[src/rtl/spi_cmd_controller.sv]
// spi_cmd_controller: byte-level command sequencer between an SPI slave
// front end and a register file. Decodes a one-byte header (RD, AINC, addr),
// then issues register writes or prefetched register reads and hands the
// SPI slave the next transmit byte together with a load strobe.
// Optional feature macro: SPI_CMD_RANGE_CHECK_EN (flags and blocks accesses
// at addresses >= NUM_REGS; reads of such addresses return 8'hFF).
module spi_cmd_controller #(
  parameter int ADDR_W   = 6,
  parameter int NUM_REGS = 48
) (
  input  logic              clk,
  input  logic              rst_n,
  input  logic              frame_start,
  input  logic              frame_end,
  input  logic              rx_valid,
  input  logic [7:0]        rx_data,
  output logic [7:0]        tx_data,
  output logic              tx_load,
  output logic [ADDR_W-1:0] reg_addr,
  output logic [7:0]        reg_wdata,
  output logic              reg_we,
  output logic              reg_re,
  input  logic [7:0]        reg_rdata,
  output logic              busy
);

`ifdef SPI_CMD_RANGE_CHECK_EN
  localparam bit RangeEn = 1'b1;
`else
  localparam bit RangeEn = 1'b0;
`endif
  localparam logic [ADDR_W:0] NumRegsW = (ADDR_W+1)'(NUM_REGS);

  typedef enum logic [2:0] {
    IDLE,
    CMD,
    WR,
    RD_REQ,
    RD_CAP,
    RD
  } state_t;

  state_t            state_q;
  logic [ADDR_W-1:0] addr_q;
  logic [ADDR_W-1:0] regAddr_q;
  logic [7:0]        regWdata_q;
  logic [7:0]        txData_q;
  logic [6:0]        frameCnt_q;
  logic              ainc_q;
  logic              err_q;
  logic              busy_q;
  logic              txLoad_q;
  logic              regWe_q;
  logic              regRe_q;
  logic              rdOor_q;

  logic [ADDR_W-1:0] hdrAddr;
  logic [ADDR_W-1:0] nextAddr;
  logic [ADDR_W-1:0] reqAddr;
  logic              wrCommit;
  logic              rdIssue;
  logic              wrOor;
  logic              rdOor;
  logic              protoErr;
  logic              errSet;
  logic [7:0]        capData;

  // Decode this cycle's byte/frame events into write, read and error intents.
  always_comb begin
    hdrAddr  = rx_data[ADDR_W-1:0];
    nextAddr = ainc_q ? addr_q + ADDR_W'(1) : addr_q;
    reqAddr  = (state_q == CMD) ? hdrAddr : nextAddr;
    wrCommit = rx_valid && (state_q == WR);
    rdIssue  = rx_valid && !frame_start && !frame_end &&
               (((state_q == CMD) && rx_data[7]) || (state_q == RD));
    wrOor    = RangeEn && ({1'b0, addr_q} >= NumRegsW);
    rdOor    = RangeEn && ({1'b0, reqAddr} >= NumRegsW);
    protoErr = rx_valid && ((state_q == IDLE) || (state_q == RD_REQ) ||
                            (state_q == RD_CAP));
    errSet   = protoErr || (wrCommit && wrOor) || (rdIssue && rdOor);
    capData  = rdOor_q ? 8'hFF : reg_rdata;
  end

  // Sequencer FSM with all strobes and data outputs registered.
  always_ff @(posedge clk or negedge rst_n) begin
    if (!rst_n) begin
      state_q    <= IDLE;
      addr_q     <= '0;
      regAddr_q  <= '0;
      regWdata_q <= 8'h00;
      txData_q   <= 8'h00;
      frameCnt_q <= 7'd0;
      ainc_q     <= 1'b0;
      err_q      <= 1'b0;
      busy_q     <= 1'b0;
      txLoad_q   <= 1'b0;
      regWe_q    <= 1'b0;
      regRe_q    <= 1'b0;
      rdOor_q    <= 1'b0;
    end else begin
      txLoad_q <= 1'b0;
      regWe_q  <= 1'b0;
      regRe_q  <= 1'b0;

      if (errSet) begin
        err_q <= 1'b1;
      end

      if (wrCommit) begin
        regAddr_q  <= addr_q;
        regWdata_q <= rx_data;
        regWe_q    <= !wrOor;
        txData_q   <= rx_data;
        txLoad_q   <= 1'b1;
        addr_q     <= nextAddr;
      end

      if (rdIssue) begin
        regAddr_q <= reqAddr;
        regRe_q   <= !rdOor;
        rdOor_q   <= rdOor;
        addr_q    <= reqAddr;
      end

      if (frame_start) begin
        state_q    <= CMD;
        busy_q     <= 1'b1;
        txData_q   <= {err_q, frameCnt_q};
        txLoad_q   <= 1'b1;
        frameCnt_q <= frameCnt_q + 7'd1;
        err_q      <= errSet;
      end else if (frame_end) begin
        state_q <= IDLE;
        busy_q  <= 1'b0;
      end else begin
        case (state_q)
          CMD: begin
            if (rx_valid) begin
              ainc_q <= rx_data[6];
              if (rx_data[7]) begin
                state_q <= RD_REQ;
              end else begin
                addr_q  <= hdrAddr;
                state_q <= WR;
              end
            end
          end
          RD_REQ: begin
            txLoad_q <= 1'b1;
            state_q  <= RD_CAP;
          end
          RD_CAP: begin
            txData_q <= capData;
            state_q  <= RD;
          end
          RD: begin
            if (rx_valid) begin
              state_q <= RD_REQ;
            end
          end
          default: begin
          end
        endcase
      end
    end
  end

  assign tx_data   = (state_q == RD_CAP) ? capData : txData_q;
  assign tx_load   = txLoad_q;
  assign reg_addr  = regAddr_q;
  assign reg_wdata = regWdata_q;
  assign reg_we    = regWe_q;
  assign reg_re    = regRe_q;
  assign busy      = busy_q;

endmodule

[config.mk]
export PLATFORM = sky130hd
export DESIGN_NAME = spi_cmd_controller
export DESIGN_NICKNAME = d
export VERILOG_FILES = /design/src/rtl/spi_cmd_controller.sv
export SDC_FILE = /design/constraint.sdc
export NUM_CORES = 1
export LEC_CHECK = 0
export ABC_AREA = 1
export BUFFER_PORTS_ARGS = -buffer_cell sky130_fd_sc_hd__buf_2
export CAP_MARGIN = 0
export CORE_ASPECT_RATIO = 1.4
export CORE_MARGIN = 2
export CORE_UTILIZATION = 54
export DETAILED_ROUTE_END_ITERATION = 8
export PLACE_DENSITY = 0.81
export SLEW_MARGIN = 40
export SYNTH_ARGS = -nofsm -noshare
export SYNTH_HDL_FRONTEND = slang
export SYNTH_SLANG_ARGS = --single-unit
[constraint.sdc]
create_clock -name clk -period 3.55 [get_ports clk]
set_input_delay 0.5325 -clock clk [delete_from_list [all_inputs] [get_ports clk]]
set_output_delay 0.5325 -clock clk [all_outputs]
set_load 0.005 [all_outputs]
After elaboration in Yosys (flattened, before gate mapping)

Cells that the tools add are included.

Register bits after elaboration: 44
Output and inout port bits: 26
Input port bits: 21

Bitwise gates (word level): 2
Reduce and logical (&&, ||, !) cells: 18
Mux-type cells: 31
Add/sub/neg operators: 2
Equality and inequality tests: 7

Operators by type and width:

| operator                                                        | number |
|---|---|
| 6-bit 2-to-1 mux                                                | 11 |
| 8-bit 2-to-1 mux                                                | 5 |
| 3-bit 2-to-1 mux                                                | 4 |
| 3-bit case mux with 4 select lines                              | 1 |
| 1-bit 2-to-1 mux                                                | 10 |
| 4-bit != test, second input constant                            | 2 |
| 7-bit by 1-bit adder with 7-bit output, second input constant   | 1 |
| 6-bit by 1-bit adder with 6-bit output, second input constant   | 1 |
| 3-bit by 2-bit == test with 1-bit output, second input constant | 2 |
| 3-bit == test, second input constant                            | 2 |
| 1-bit logical AND                                               | 6 |
| 2-bit nonzero test                                              | 3 |
| 6-bit nonzero test                                              | 1 |
| 4-bit AND reduction                                             | 1 |
| 3-bit by 1-bit == test with 1-bit output, second input constant | 1 |
| 3-bit zero test                                                 | 1 |
| 1-bit logical OR                                                | 3 |
| 3-bit AND reduction                                             | 1 |
| 1-bit zero test                                                 | 2 |
| 1-bit inverter                                                  | 2 |

Logic depth before layout (Yosys ltp)

Gate-level depths: netlist of run 1.

Word-level depth: 10
Depth in mapped cells: 11

Worst setup path before layout of run 1

No wires, ideal clock.

Path kind: flip-flop to output port
From: register state_q[1]
To: output port tx_data[3]
Cell stages (with the launch flop): 3
Setup slack: 1.786 ns
Required time: 3.017 ns
Data arrival time: 1.232 ns
Cell sequence: dfrtp_1 -> nor3_2 -> mux2_2

Cells in the longest elaborated chain, start to end: 2

RTL lines:

| item                   | RTL line | source |
|---|---|---|
| from (decl)            | 43       | `state_t state_q;` |
| from (signal assigned) | 87       | `state_q <= IDLE;` |
| from (signal assigned) | 126      | `state_q <= CMD;` |
| from (signal assigned) | 133      | `state_q <= IDLE;` |
| 3-bit == test          | 168      | `assign tx_data = (state_q == RD_CAP) ? capData : txData_q;` |
| 8-bit 2-to-1 mux       | 168      |  |
| to (decl)              | 17       | `output logic [7:0] tx_data,` |

Every way passes these cells.

Worst setup path after layout of run 1

Ends and elaborated chain as after synthesis.

==> results of run 1 <==
## flip-flops by register name, summed over array words and instances, names as in the netlist
signal,cells
reg_addr,6
reg_wdata,8
err_q,1
reg_we,1
txData_q,8
addr_q,6
frameCnt_q,7
ainc_q,1
state_q,3
tx_load,1
reg_re,1
busy,1
## layout make-up
class | instances | area [µm²] | area share, %
timing repair buffer | 48 | 248 | 9.10
tap | 60 | 75.1 | 2.76
clock buffer | 8 | 90.1 | 3.31
multi-input combinational | 210 | 1050 | 38.7
sequential | 44 | 1100 | 40.4
inverter | 41 | 154 | 5.65
## layer usage
metal  GRT usage, %  vias to the layer above
li1               -                     1072
met1           30.2                      992
met2           40.0                       72
met3           4.67                       11
met4           7.11                        0
met5              0                        -
## cells in the final DEF (no fill, tap or decap), types with 3 or more instances in the layout
master    instances
o211ai_1          4
buf_2            45
inv_2             3
xor2_1            8
o21ai_1           3
nor2_4            4
dfrtp_1          44
nor2_1           16
buf_4             3
o221ai_1          3
o21ai_0          33
nand2_2           4
nand2_1          87
nand3_1          25
a21oi_1           8
clkbuf_8          6
inv_1            38
## cell families after synthesis
logic type      count (synthesis)  share of synthesized area, %
simple gates                  144                          26.8
xor+xnor                        8                          2.96
mux                             2                         0.950
buf+inv                        50                          9.03
compound gates                 54                          12.8
fa+ha+maj                       2                          1.06
flops                          44                          46.5
## power by group
part | leakage (nW) | internal, W | switching, W | total, W
clock network | 0.0455 | 0.000159 | 0.000164 | 0.000323
logic | 0.868 | 0.000235 | 0.000302 | 0.000536
registers | 0.536 | 0.000662 | 0.000110 | 0.000772
## final timing paths
path	to	slack (ps)	cells past startpoint
worst max-delay path	tx_data[3]	1370	4
worst min-delay path	reg_wdata[1]	220	1
worst max register to register	addr_q[5]	1880	7
worst min register to register	reg_wdata[5]	470	2
max in group asynchronous	txData_q[6]	2950	1
min in group clk	reg_wdata[5]	470	2
## per-stage QoR
step | std cells | total power [W]
6_report | 411 | 0.00163
5_1_grt | 411 | 0.00177
4_1_cts | 411 | 0.00164
3_5_place_dp | 403 | 0.00132
3_3_place_gp | 403 | 0.00129
2_1_floorplan | 304 | 0.00112
## worst max-delay path, cell delays in order (launching register included)
cell and delay (ps):
dfrtp_1 460, nor3_2 200, buf_4 230, mux2_2 350
buf_2 120
==> impl_metrics.sql, run 1 <==
INSERT INTO impl_metrics (metric_group, metric, value, unit) VALUES
('run_status', 'status', 'finished, final reports clean', ''),
('global_routing', 'grt_max_degree', '45', ''),
('logic_synthesis', 'netlist_top_cells_count', '87 x nand2_1, 44 x dfrtp_1, 38 x inv_1', ''),
('sta', 'final_min_period_over_clock_period', '61.4', '%'),
('logic_synthesis', 'synth_edf_count', '0', ''),
('global_routing', 'globalRoute.totalOverflow', '0', ''),
('floorplanning', 'core_region_area', '0.00424', 'mm²'),
('logic_synthesis', 'synth_top_area_share', '46.5', '%'),
('pwr', 'power_per_cell_area', '599', 'mW/mm²'),
('logic_synthesis', 'mappedNetlistNets', '327', ''),
('setup_path', 'worstPathMaxFanout', '17', ''),
('finish', 'design_area', '0.00272', 'mm²'),
('finish', 'fin_util', '64.2', '%'),
('floorplanning', 'die_ht', '82.4', 'µm'),
('logic_synthesis', 'synth_async_sr_flop_share', '100', '%'),
('logic_synthesis', 'synthCells', '304', ''),
('logic_synthesis', 'ys_top_cells_by_area', 'dfrtp_1 46%, nand2_1 14%, o21ai_0 7.0%', ''),
('cts', 'cts_inserted_buffers', '5', ''),
('sta', 'final-setup-viol-count', '0', ''),
('logic_synthesis', 'ys_ff_latch', '44', ''),
('cts', 'tritoncts', 'built', ''),
('hold_path', 'hp-class', 'in -> async', ''),
('finish', 'design.final.nets', '373', ''),
('sta', 'setup_ws', '1370', 'ps'),
('logic_synthesis', 'synth.most_common_cell', 'nand2_1', ''),
('routing', 'routed_via_density', '5.22', ''),
('pwr', 'p_leak', '1.45', 'nW'),
('cts', 'ctsHoldBuffers', '0', ''),
('cts', 'clkTransAtPathRegs', '80', 'ps'),
('finish', 'antenna_cells_inserted', '0', ''),
('logic_synthesis', 'synth_area_per_cell', '7.80', 'µm²'),
('cts', 'post_cts.resized_instances', '0', ''),
('setup_path', 'worst_r2r_startpoint', 'state_q[1]', ''),
('cts', 'clock-sinks', '44', ''),
('cts', 'cts_setup_buffers', '0', ''),
('pwr', 'worst_ir_drop_vdd', '0.355', 'mV'),
('setup_path', 'critPathArrivalTime', '1650', 'ps'),
('sta', 'report.final.slew_viol_count', '0', ''),
('setup_path', 'crit_start', 'state_q[1]', ''),
('global_routing', 'first_global_vias', '1971', ''),
('finish', 'num-fill-cells', '408', ''),
('setup_path', 'crit_path_start_kind', 'register', ''),
('sta', 'timing.setup.tns', '0', 'ps'),
('finish', 'ratio_of_cells_with_drive_above_1_in_the_final_layout', '20.2', '%'),
('global_routing', 'grt_pass1_wl', '8960', 'µm'),
('cts', 'cts_root_buffer', 'clkbuf_8', ''),
('routing', 'drtPass1Iterations', '5', ''),
('logic_synthesis', 'netlist_area_before_placement', '0.00237', 'mm²'),
('sta', 'post-route-min-period', '2180', 'ps'),
('setup_path', 'setup.worst_path.class', 'reg -> out', ''),
('placed_design', 'dp.final_hpwl', '3940', 'µm'),
('routing', 'drt_drc_violations_left', '0', ''),
('setup_path', 'setup.worst_path.end_class', 'output port', ''),
('setup_path', 'required', '3020', 'ps'),
('routing', 'finalWirelength', '5310', 'µm'),
('routing', 'top_layer_used_by_detailed_routing', 'met4', ''),
('floorplanning', 'die-area', '0.00494', 'mm²'),
('flow_run', 'max_cap_viols', '0', ''),
('logic_synthesis', 'most_used_dff_post_synth', 'dfrtp_1', ''),
('routing', 'routedWlPerCell', '12.9', 'µm'),
('routing', 'route.vias.total', '2147', ''),
('sta', 'timing.fmax', '0.459', 'GHz'),
('sta', 'finalHoldWorstSlack', '216', 'ps'),
('sta', 'worst_clock_skew', '8.56', 'ps'),
('routing', 'detail_route.iter0.violations', '112', ''),
('cts', 'worstSkewPairLatency', '300', 'ps'),
('routing', 'dr_wl_met2', '2740', 'µm'),
('cts', 'cts_max_level', '2', ''),
('routing', 'met3_wirelength', '269', 'µm'),
('sta', 'timing.max_slew.rel_slack', '63.4', '%'),
('sta', 'final-hold-violation-count', '0', '');
Note: power is estimated with default switching activity, not from simulation.
==> run 2, diff against run 1 <==
--- a/config.mk
+++ b/config.mk
@@ -10,9 +10,9 @@
 export CAP_MARGIN = 0
 export CORE_ASPECT_RATIO = 1.4
 export CORE_MARGIN = 2
-export CORE_UTILIZATION = 54
+export CORE_UTILIZATION = 49
 export DETAILED_ROUTE_END_ITERATION = 8
-export PLACE_DENSITY = 0.81
+export PLACE_DENSITY = 0.78
 export SLEW_MARGIN = 40
 export SYNTH_ARGS = -nofsm -noshare
 export SYNTH_HDL_FRONTEND = slang
==> constraint.sdc (replaced) <==
create_clock -name clk -period 2 [get_ports clk]
set_input_delay 0.3 -clock clk [delete_from_list [all_inputs] [get_ports clk]]
set_output_delay 0.3 -clock clk [all_outputs]
set_load 0.005 [all_outputs]
==> impl_metrics.sql, run 2 (synthesis results as in run 1) <==
INSERT INTO impl_metrics (metric_group, metric, value, unit) VALUES
('pwr', 'power.share.clock', '19.4', '%'),
('placed_design', 'port_buffers', '46', ''),
('finish', 'final_common_cell', 'nand2_1', ''),
('finish', 'ratio_of_cells_with_drive_above_1_in_the_final_layout', '22.8', '%'),
('routing', 'drtPass1Iterations', '4', ''),
('finish', 'synthToLayoutAreaGrowth', '18.1', '%'),
('finish', 'antenna_cells_inserted', '0', ''),
('setup_path', 'setup.worst_path.end_class', 'output port', ''),
('floorplanning', 'start_util', '51.4', '%'),
('setup_path', 'required', '1700', 'ps'),
('cts', 'clock-sinks', '44', ''),
('pwr', 'power_switching_share', '36.4', '%'),
('sta', 'worst_clock_skew', '10.6', 'ps'),
('routing', 'routed_via_density', '5.24', ''),
('setup_path', 'setup.worst_path.class', 'reg -> out', ''),
('routing', 'route.vias.total', '2210', ''),
('cts', 'cts_root_buffer', 'clkbuf_8', ''),
('setup_path', 'crit_path_start_kind', 'register', ''),
('global_routing', 'globalRouteTotalUtil', '22.4', '%'),
('placed_design', 'detailed_place.area', '0.00267', 'mm²'),
('routing', 'detail_route.iter0.violations', '145', ''),
('pwr', 'seq_power_share', '47.4', '%'),
('placed_design', 'dp.final_hpwl', '4330', 'µm'),
('pwr', 'power_per_cell_area', '1040', 'mW/mm²'),
('global_routing', 'globalRoute.totalOverflow', '0', ''),
('setup_path', 'worstPathMaxFanout', '8', ''),
('global_routing', 'grt_antenna_before_repair', '0', ''),
('floorplanning', 'core_region_area', '0.00461', 'mm²'),
('placed_design', 'gp_congestion', '0.926', ''),
('sta', 'setup_ws', '52.2', 'ps'),
('cts', 'tritoncts', 'built', ''),
('cts', 'cts_inserted_buffers', '5', ''),
('setup_path', 'critPathArrivalTime', '1650', 'ps'),
('sta', 'final_min_period_over_clock_period', '97.4', '%'),
('sta', 'max_slew.worst_pin.slew', '437', 'ps'),
('routing', 'finalWirelength', '5720', 'µm'),
('finish', 'mostFrequentLayoutCells', '87 x nand2_1, 47 x buf_2, 44 x dfrtp_1', ''),
('routing', 'drt_drc_violations_left', '0', ''),
('run_status', 'status', 'finished, final reports clean', ''),
('routing', 'ant_nets', '0', ''),
('pwr', 'worst_ir_drop_vdd', '0.550', 'mV'),
('finish', 'design_area', '0.00280', 'mm²'),
('global_routing', 'grt_pass1_wl', '9680', 'µm'),
('flow_run', 'max_cap_viols', '0', ''),
('finish', 'design.final.nets', '382', ''),
('placed_design', 'dp_slack', '308', 'ps'),
('pwr', 'p_leak', '1.50', 'nW'),
('global_routing', 'grt_max_degree', '21', ''),
('pwr', 'p_comb_share', '33.2', '%'),
('floorplanning', 'die-area', '0.00542', 'mm²'),
('hold_path', 'startpoint_of_the_tightest_hold_check_path', 'rx_data[6]', ''),
('floorplanning', 'die_w', '62.8', 'µm'),
('sta', 'timing.max_slew.rel_slack', '70.9', '%'),
('floorplanning', 'die_ht', '86.3', 'µm'),
('setup_path', 'worst_r2r_startpoint', 'state_q[1]', ''),
('sta', 'post-route-min-period', '1950', 'ps'),
('sta', 'final-hold-violation-count', '0', ''),
('hold_path', 'hp-class', 'in -> reg', ''),
('pwr', 'cell_internal_pwr', '0.00184', 'W'),
('cts', 'clkTransAtPathRegs', '90', 'ps'),
('floorplanning', 'placement_rows', '29', ''),
('sta', 'report.final.slew_viol_count', '0', ''),
('cts', 'cts_max_level', '2', ''),
('floorplanning', 'io-pin-count', '47', ''),
('global_routing', 'first_global_vias', '2189', ''),
('setup_path', 'crit_start', 'state_q[1]', ''),
('cts', 'maximum_clock_insertion_buffer_count', '2', ''),
('sta', 'timing.fmax', '0.513', 'GHz'),
('sta', 'final-setup-viol-count', '0', ''),
('pwr', 'p_sw', '0.00105', 'W'),
('routing', 'routedWlPerCell', '13.6', 'µm'),
('finish', 'num-fill-cells', '441', ''),
('cts', 'worstSkewPairLatency', '300', 'ps');
run 2: routing by layer:
layer / vias up / part of all wire [%] / global-route usage, %
li1: 1092 / - / -
met1: 1032 / 40 / 25.8
met2: 75 / 54 / 43.1
met3: 11 / 4.8 / 3.25
met4: 0 / 1.5 / 6.06
met5: - / 0 / 0
run 2: stage by stage:
step / hold slack (ps) / TNS (ps) / util [%] / power, W / instances
floorplan: 4.41 / 0 / - / 0.00199 / 304
global placement: 259 / 0 / 57.9 / 0.00230 / 410
detailed placement: 268 / 0 / 57.9 / 0.00235 / 410
CTS: 261 / 0 / 60.1 / 0.00291 / 419
global route: 265 / -1.68 / 60.7 / 0.00313 / 422
finish: 263 / 0 / 60.7 / 0.00290 / 422
run 2: critical path, stage by stage, from the launching register on:
cell	delay, ps
dfrtp_1	490
nor3_4	260
buf_6	160
mux2_2	330
buf_2	120
run 2: timing repair:
action / in CTS / in global routing
gates resized for setup: 1 / 2
endpoints found under the setup margin: 2 / 2
setup buffers: 0 / 2
endpoints found under the hold margin: 16 / 0
hold buffers: 1 / 0
gates cloned: 0 / 1
run 2: layout make-up:
class / instances / area (µm²) / share of cell area, %
sequential: 44 / 1100 / 39.4
multi-input combinational: 210 / 1060 / 37.9
timing repair buffer: 57 / 317 / 11.3
inverter: 41 / 154 / 5.50
tap: 62 / 77.6 / 2.77
clock buffer: 5 / 68.8 / 2.46
clock inverter: 3 / 18.8 / 0.671
run 2: path summary, 6_finish.rpt:
| check | endpoint | slack, ps | cells after the start |
|---|---|---|---|
| min | reg_wdata[6] | 260 | 3 |
| min reg2reg | reg_wdata[0] | 470 | 2 |
| max | tx_data[6] | 50 | 4 |
| max in group asynchronous | reg_wdata[2] | 980 | 3 |
| max reg2reg | addr_q[5] | 360 | 7 |
| min in group asynchronous | reg_addr[0] | 470 | 2 |
run 2: power groups by stage:
stage | Clock [W] | Sequential, W | Combinational [W]
after floorplan | 0 | 0.00136 | 0.000629
after global placement | 0 | 0.00137 | 0.000934
after detailed placement | 0 | 0.00139 | 0.000959
after CTS | 0.000567 | 0.00137 | 0.000972
after global routing | 0.000610 | 0.00141 | 0.00111
final | 0.000562 | 0.00137 | 0.000962
==> run 3, diff against run 2 <==
--- a/config.mk
+++ b/config.mk
@@ -8,9 +8,10 @@
 export ABC_AREA = 1
 export BUFFER_PORTS_ARGS = -buffer_cell sky130_fd_sc_hd__buf_2
 export CAP_MARGIN = 0
-export CORE_ASPECT_RATIO = 1.4
+export CELL_PAD_IN_SITES_DETAIL_PLACEMENT = 2
+export CELL_PAD_IN_SITES_GLOBAL_PLACEMENT = 2
 export CORE_MARGIN = 2
-export CORE_UTILIZATION = 49
+export CORE_UTILIZATION = 28
 export DETAILED_ROUTE_END_ITERATION = 8
 export PLACE_DENSITY = 0.78
 export SLEW_MARGIN = 40
==> impl_metrics.sql, run 3 (synthesis results as in run 1) <==
INSERT INTO impl_metrics (metric_group, metric, value, unit) VALUES
('cts', 'cts_inserted_buffers', '5', ''),
('routing', 'drt_drc_violations_left', '0', ''),
('sta', 'rsz0062_at_grt', 'false', ''),
('finish', 'synthToLayoutAreaGrowth', '21.3', '%'),
('floorplanning', 'io-pin-count', '47', ''),
('finish', 'regArea', '0.00110', 'mm²'),
('finish', 'ratio_of_cells_with_drive_above_1_in_the_final_layout', '22.8', '%'),
('floorplanning', 'die_ht', '96.0', 'µm'),
('floorplanning', 'placement_rows', '33', ''),
('cts', 'maximum_clock_insertion_buffer_count', '2', ''),
('global_routing', 'grt_antenna_before_repair', '0', ''),
('placed_design', 'gp_congestion', '0.796', ''),
('floorplanning', 'die-area', '0.00922', 'mm²'),
('cts', 'worstSkewPairLatency', '310', 'ps'),
('finish', 'multi_input_comb_area', '0.00106', 'mm²'),
('setup_path', 'worst-r2r-setup-slack', '280', 'ps'),
('setup_path', 'setup.worst_path.class', 'reg -> out', ''),
('routing', 'routedWlPerCell', '16.6', 'µm'),
('pwr', 'worst_ir_drop_vdd', '0.391', 'mV'),
('placed_design', 'port_buffers', '46', ''),
('pwr', 'p_leak', '1.50', 'nW'),
('pwr', 'p_total', '0.00317', 'W'),
('global_routing', 'first_global_vias', '2370', ''),
('sta', 'report.final.slew_viol_count', '0', ''),
('floorplanning', 'die_w', '96.0', 'µm'),
('sta', 'timing.max_slew.rel_slack', '73.1', '%'),
('global_routing', 'globalRoute.totalOverflow', '0', ''),
('finish', 'design.final.nets', '381', ''),
('floorplanning', 'core_region_area', '0.00822', 'mm²'),
('cts', 'cts_root_buffer', 'clkbuf_8', ''),
('routing', 'route.vias.total', '2257', ''),
('sta', 'timing.fmax', '0.519', 'GHz'),
('finish', 'mostFrequentLayoutCells', '87 x nand2_1, 47 x buf_2, 43 x dfrtp_1', ''),
('setup_path', 'required', '1700', 'ps'),
('sta', 'post-route-min-period', '1920', 'ps'),
('finish', 'antenna_cells_inserted', '0', ''),
('global_routing', 'globalRouteTotalUtil', '17.4', '%'),
('setup_path', 'worstPathMaxFanout', '8', ''),
('placed_design', 'dp.final_hpwl', '5710', 'µm'),
('finish', 'final_common_cell', 'nand2_1', ''),
('cts', 'clock-sinks', '44', ''),
('finish', 'num-fill-cells', '974', ''),
('setup_path', 'worst_r2r_startpoint', 'state_q[1]', ''),
('routing', 'finalWirelength', '7720', 'µm'),
('global_routing', 'grt_pass1_wl', '12300', 'µm'),
('routing', 'routed_via_density', '4.86', ''),
('routing', 'ant_nets', '0', ''),
('hold_path', 'hp-class', 'in -> reg', ''),
('global_routing', 'grt_max_degree', '25', ''),
('cts', 'tritoncts', 'built', ''),
('setup_path', 'worst_reg_to_reg_cells', '8', ''),
('sta', 'max_slew.worst_pin.slew', '403', 'ps'),
('cts', 'cts_max_level', '2', ''),
('sta', 'worst_clock_skew', '9.07', 'ps'),
('sta', 'final-hold-violation-count', '0', ''),
('sta', 'final_min_period_over_clock_period', '96.2', '%'),
('setup_path', 'critPathArrivalTime', '1620', 'ps'),
('cts', 'clkTransAtPathRegs', '100', 'ps'),
('floorplanning', 'start_util', '28.8', '%'),
('routing', 'drtPass1Iterations', '4', ''),
('setup_path', 'reg2reg_to', 'reg_addr[2]', ''),
('routing', 'detail_route.iter0.violations', '58', ''),
('sta', 'timing.setup.tns', '0', 'ps'),
('setup_path', 'setup.worst_path.end_class', 'output port', ''),
('pwr', 'power_per_cell_area', '1100', 'mW/mm²'),
('flow_run', 'max_cap_viols', '0', ''),
('sta', 'final-setup-viol-count', '0', ''),
('setup_path', 'crit_path_start_kind', 'register', ''),
('run_status', 'status', 'finished, final reports clean', ''),
('setup_path', 'crit_start', 'state_q[1]', ''),
('setup_path', 'setup.worst_path.end', 'tx_data[6]', '');
[run 3: cell types whose count changed in the layout (fill, tap and decap cells not counted), sizes merged]
cell    change
clkinv      -1
buf         -1
bufinv      +1
[run 3: how the worst min path moves through the flow]
stage	startpoint	end	slack [ps]	cells after the start
final	rx_data[6]	ainc_q	250	3
after global routing	frame_end	tx_load	270	2
after CTS	rx_data[6]	ainc_q	250	3
after detailed placement	rst_n	reg_re	260	1
after global placement	rst_n	reg_re	260	1
after floorplan	rst_n	addr_q[0]	4	0
[run 3: area by class of cell]
type / instances / area share (%)
clock buffers: 5 / 2.39
flip-flops and latches: 44 / 38.4
well taps: 105 / 4.57
clock inverters: 3 / 1.65
inverters: 41 / 5.35
repair buffers: 56 / 10.8
multi-input cells: 210 / 36.9
[run 3: power breakdown]
part,switching (W),internal (W),leakage [nW]
clock network,0.000363,0.000377,0.0583
logic,0.000611,0.000426,0.906
registers,0.000216,0.00118,0.534
[run 3: layer usage]
| layer | wire length [µm] | global-route usage [%] | vias to the layer above |
|---|---|---|---|
| met3 | 207 | 2.43 | 5 |
| met4 | 53 | 3.57 | 0 |
| met2 | 4000 | 30.8 | 37 |
| met1 | 3460 | 22.7 | 1134 |
| met5 | 0 | 0 | - |
| li1 | - | - | 1081 |
[run 3: what timing repair did]
| action | 4_1_cts | 5_1_grt |
|---|---|---|
| gates cloned | 0 | 1 |
| setup endpoints to repair | 2 | 3 |
| gates resized for setup | 1 | 3 |
| endpoints found under the hold margin | 15 | 0 |
| hold buffers | 1 | 0 |
| setup buffers | 0 | 2 |
[run 3: through the flow]
stage / cell area, µm² / util, % / setup slack (ps) / hold slack [ps] / cells
2_1_floorplan: 2370 / - / 468 / 4.41 / 304
3_3_place_gp: 2720 / 33.1 / 334 / 256 / 452
3_5_place_dp: 2720 / 33.1 / 245 / 262 / 452
4_1_cts: 2850 / 34.6 / 21.5 / 245 / 461
5_1_grt: 2870 / 35.0 / 11.7 / 269 / 464
6_report: 2870 / 35.0 / 75.1 / 247 / 464
[run 3: worst max-delay path, stage by stage, from the launching register on]
cell	delay [ps]
dfrtp_2	460
nor3_4	230
buf_6	170
mux2_2	330
buf_2	120
